===== src/rtl/cdb_pkg.sv =====
// Common data bus arbiter shared definitions.
// Default requester count, grant-index width helper, payload types.
package cdb_pkg;

  localparam int N_REQ_DEF = 4;

  function automatic int gid_w(input int n);
    return (n < 2) ? 1 : $clog2(n);
  endfunction

  localparam int GID_W = gid_w(N_REQ_DEF);

  typedef logic [7:0] payload_t;

endpackage


===== src/rtl/cdb_arbiter_rr_picker.sv =====
// Round-robin picker: first asserted request at or above ptr,
// wrapping from N_REQ-1 back to 0.
module rr_picker
  import cdb_pkg::*;
#(
  parameter int N_REQ = N_REQ_DEF,
  parameter int W     = gid_w(N_REQ)
) (
  input  logic [N_REQ-1:0] req,
  input  logic [W-1:0]     ptr,
  output logic [W-1:0]     winner,
  output logic             any_valid
);

  int idx;

  // Scan offsets high to low so the lowest offset from ptr wins last.
  always_comb begin
    winner    = '0;
    any_valid = 1'b0;
    idx       = 0;
    for (int k = N_REQ - 1; k >= 0; k--) begin
      idx = int'(ptr) + k;
      if (idx >= N_REQ) idx = idx - N_REQ;
      if (req[idx]) begin
        winner    = W'(idx);
        any_valid = 1'b1;
      end
    end
  end

endmodule


===== src/rtl/cdb_arbiter.sv =====
// Common data bus arbiter: round-robin grant of N_REQ
// requesters into a single registered output slot.
module cdb_arbiter
  import cdb_pkg::*;
#(
  parameter int  N_REQ = N_REQ_DEF,
  parameter type T     = logic
) (
  input  logic                     clk,
  input  logic                     reset,
  input  logic [N_REQ-1:0]         req_valid,
  output logic [N_REQ-1:0]         req_ready,
  input  T                         req_data [N_REQ],
  output logic                     valid_out,
  input  logic                     ready_out,
  output T                         data_out,
  output logic [gid_w(N_REQ)-1:0]  grant_id
);

  localparam int W = gid_w(N_REQ);

  logic [W-1:0] ptr;
  logic [W-1:0] winner;
  logic [W-1:0] ptr_nxt;
  logic         any_valid;
  logic         load_en;
  logic         hs;

  rr_picker #(
    .N_REQ (N_REQ),
    .W     (W)
  ) u_pick (
    .req       (req_valid),
    .ptr       (ptr),
    .winner    (winner),
    .any_valid (any_valid)
  );

  assign load_en = !valid_out || ready_out;
  assign hs      = !reset && any_valid && load_en;

  assign ptr_nxt = (winner == W'(N_REQ - 1))
                 ? '0 : winner + 1'b1;

  // One-hot accept toward the winner whenever the slot can load.
  always_comb begin
    req_ready = '0;
    if (hs) req_ready[winner] = 1'b1;
  end

  // Output slot: load on handshake, drain on consumer accept.
  always_ff @(posedge clk) begin
    if (reset) begin
      valid_out <= 1'b0;
      ptr       <= '0;
      grant_id  <= '0;
      data_out  <= '0;
    end else if (hs) begin
      valid_out <= 1'b1;
      data_out  <= req_data[winner];
      grant_id  <= winner;
      ptr       <= ptr_nxt;
    end else if (ready_out) begin
      valid_out <= 1'b0;
    end
  end

endmodule


===== config.mk =====
export PLATFORM = sky130hd
export DESIGN_NAME = cdb_arbiter
export DESIGN_NICKNAME = d
export VERILOG_FILES = /design/src/rtl/cdb_pkg.sv /design/src/rtl/cdb_arbiter_rr_picker.sv /design/src/rtl/cdb_arbiter.sv
export SDC_FILE = /design/constraint.sdc
export NUM_CORES = 1
export LEC_CHECK = 0
export BUFFER_PORTS_ARGS = -buffer_cell sky130_fd_sc_hd__buf_2
export CORE_AREA = 5 5 42 44
export CTS_CLUSTER_DIAMETER = 40
export DETAILED_ROUTE_END_ITERATION = 16
export DIE_AREA = 0 0 47 49
export PLACE_DENSITY = 0.54
export SLEW_MARGIN = 20
export SYNTH_ARGS = -nofsm -noshare
export SYNTH_HDL_FRONTEND = slang
export SYNTH_SLANG_ARGS = --single-unit

===== constraint.sdc =====
create_clock -name clk -period 4.74 [get_ports clk]
set_input_delay 0.474 -clock clk [delete_from_list [all_inputs] [get_ports clk]]
set_output_delay 0.474 -clock clk [all_outputs]
set_load 0.01 [all_outputs]

==> out/results.md <==
- 0.6886 — gp weighted congestion
- 3 — clock buffer count from CTS
- 1401 µm² — Core Footprint
- 363 — via count of the first global-routing pass
- 0 — aggregate global routing overflow
- 47 — synthesized netlist cell count
- 4 — First-pass DRT Iterations
- 2303 µm² — die area
- 1930 ps — endpoint arrival time on the critical path
- 0 — total number of yosys warnings
- 4.922 ps — worst clock skew on the final layout
- 4.687 — detailed-route vias per instance
- 0 — initial antenna violation count
- output port — kind of capture point of the worst setup path
- 2 — maximum buffer depth of the clock tree
- 415.7 MHz — maximum clock frequency
- 2405 ps — Final Critical Period
- 6 — highest fanout seen on the critical path
- 30.63% — Starting Density
- 24 — count of unique library cells instantiated by Yosys
- 29.74% — area growth from synthesis to layout
- 0 — number of nets with antenna violations after routing
- 10.58 µm — routed length per placed instance
- no — RSZ-0062 raised after global routing
- 83 — final cell count without fillers
- 84 — number of nets in the final layout
- flop to output port — start-to-end type of the worst setup path
- 9.131 µm² — synthesized area per cell
- 50.75% — final cycle utilization of the critical path
- 0 ps — accumulated negative setup slack
- 15 — maximum number of pins on one net before global-route repair
- sky130_fd_sc_hd__dfxtp_1 — library cell occupying the most area in the post-synthesis netlist
- 6 — count of state elements after synthesis
- 41.79% — fraction of layout cells with a size suffix above 1
- 0 — number of hold-repair buffers added at the cts stage
- 6 — number of clock sinks seen by CTS
- 0 — final-report max-slew violation count
- 0.2751 nW — P_leak
- 389 — via count
- 4270 ps — required time worst endpoint
- 49 µm — chip height
- 0 — total of max-cap violations
- 1 — number of H-tree levels
- done — TritonCTS clock tree
- 55.92% — worst slew slack as a fraction of its limit
- completed — status
- 27.99% — part of the Yosys area used for sequential elements
- 0.1214 mV — worst vdd rail ir drop
- 0 — Final setup violation count
- 27.99% — area share of the leading cell type in the synthesized netlist
- flop to flop — class of the most critical hold timing path
- flop — Setup crit start kind
- sky130_fd_sc_hd__buf_2 (18), sky130_fd_sc_hd__dfxtp_1 (6), sky130_fd_sc_hd__a21oi_1 (4), sky130_fd_sc_hd__and2_1 (4), sky130_fd_sc_hd__ha_1 (4) — top library cells by usage in the layout, fill and taps aside
- 0 — antenna diode count
- 47 µm — Chip Width
- 878 µm — wire length after detailed routing
- 694.2 µm — dpl hpwl
- 556.8 µm² — Finished Cell Area
- sky130_fd_sc_hd__buf_2 — leading cell type in the layout, fill and taps excluded
- 2 — starting DRC count in detailed routing
- 9.245% — Total Routing Usage GR
- 0 — number of buffers inserted to repair setup after CTS
- 658.3 ps — Least-Margin Pin Slew
- 19 — top-level port count
- 80 — instance count after placement with tap cells included
- 62 — Synth Net Count
- 299.3 nW/µm² — power density over the cells
- 14 — Site Rows
- 240 ps — Clk Latency, worst-skew pair
- 18 — number of port buffers
- 534.3 µm² — placed standard-cell area
- 429.2 µm² — cell area after synthesis
- 1.531 mm — wire length of the first global-routing pass
- 0 — number of endpoints with negative hold slack in the final report
- sky130_fd_sc_hd__dfxtp_1 (28%), sky130_fd_sc_hd__ha_1 (12%), sky130_fd_sc_hd__mux2i_1 (7.0%) — synth top area cells
- sky130_fd_sc_hd__clkbuf_4 — root buffer cell
- 0 — CTS-repair resized insts
- 0 — drt drc
- 50 ps — clock transition at the registers of the reported paths
## layer usage
metal  global-route usage [%]  up-vias  part of all wire (%)
li1                         -      207                     -
met1                    12.61      168                    49
met2                    11.99       12                    43
met3                    3.321        2                   6.5
met4                    5.530        0                  0.91
met5                        0        -                     0
## worst paths after layout
path | start | slack [ps] | to | cells past startpoint
max | ptr[1]$_SDFFE_PP0P_ | 2330 | req_ready[2] | 7
min reg2reg | grant_id[0]$_SDFFE_PP0P_ | 470 | grant_id[0]$_SDFFE_PP0P_ | 2
min | grant_id[0]$_SDFFE_PP0P_ | 470 | grant_id[0]$_SDFFE_PP0P_ | 2
max reg2reg | ptr[1]$_SDFFE_PP0P_ | 3070 | ptr[1]$_SDFFE_PP0P_ | 7
## kinds of logic after synthesis
kind of cell,after synthesis,synth area share [%]
simple gates,19,30.03
compound gates,11,19.53
buf+inv,4,3.789
fa+ha+maj,4,11.66
flops,6,27.99
mux,3,6.997
## layout make-up
cell class | count | area [µm²]
Tap cell | 16 | 20.02
Timing Repair Buffer | 18 | 90.09
Fill cell | 152 | 844.6
Clock buffer | 3 | 22.52
Multi-Input combinational cell | 37 | 292.8
Inverter | 3 | 11.26
Sequential cell | 6 | 120.1
## metrics by stage
| stage | hold slack, ps | power [mW] | worst slack, ps | util, % |
|---|---|---|---|---|
| after floorplan | 488.1 | 0.1028 | 2867 | - |
| after global placement | 461.0 | 0.1212 | 2527 | 38.13 |
| after detailed placement | 463.4 | 0.1220 | 2496 | 38.13 |
| after CTS | 471.2 | 0.1710 | 2302 | 39.73 |
| after global routing | 491.7 | 0.1840 | 2108 | 39.73 |
| final | 474.4 | 0.1666 | 2335 | 39.73 |
## worst max-delay path, stage by stage, from the launching register on
cell and delay (ps):
sky130_fd_sc_hd__dfxtp_1 450, sky130_fd_sc_hd__mux2i_1 220, sky130_fd_sc_hd__nor2_1 60, sky130_fd_sc_hd__nor3_2 370
sky130_fd_sc_hd__inv_1 110, sky130_fd_sc_hd__ha_1 200, sky130_fd_sc_hd__and2_1 130, sky130_fd_sc_hd__buf_2 130
## synth_stat cells, drive strengths merged
| master | count |
|---|---|
| nor2 | 2 |
| or3b | 1 |
| a21o | 1 |
| nand2b | 3 |
| and2 | 4 |
| o21a | 1 |
| nor4 | 1 |
| ha | 4 |
| or2b | 1 |
| a211oi | 1 |
| nor3 | 1 |
| mux2i | 3 |
| nand2 | 3 |
| a21oi | 5 |
| o22ai | 1 |
| dfxtp | 6 |
| clkinv | 1 |
| inv | 2 |
| nor3b | 3 |
| o221ai | 1 |
| o21ai | 1 |
| buf | 1 |
## state kept, by name, summed over array words and instances (netlist names)
| register | cells |
|---|---|
| data_out | 1 |
| valid_out | 1 |
| ptr | 2 |
| grant_id | 2 |
## power breakdown
group          switching, mW  total (mW)  internal (mW)  leakage, nW
Sequential           0.00609      0.0638         0.0577       0.0498
Clock                 0.0180      0.0467         0.0286       0.0138
Combinational         0.0295      0.0562         0.0267        0.212
(Power assumes the default switching activity.)
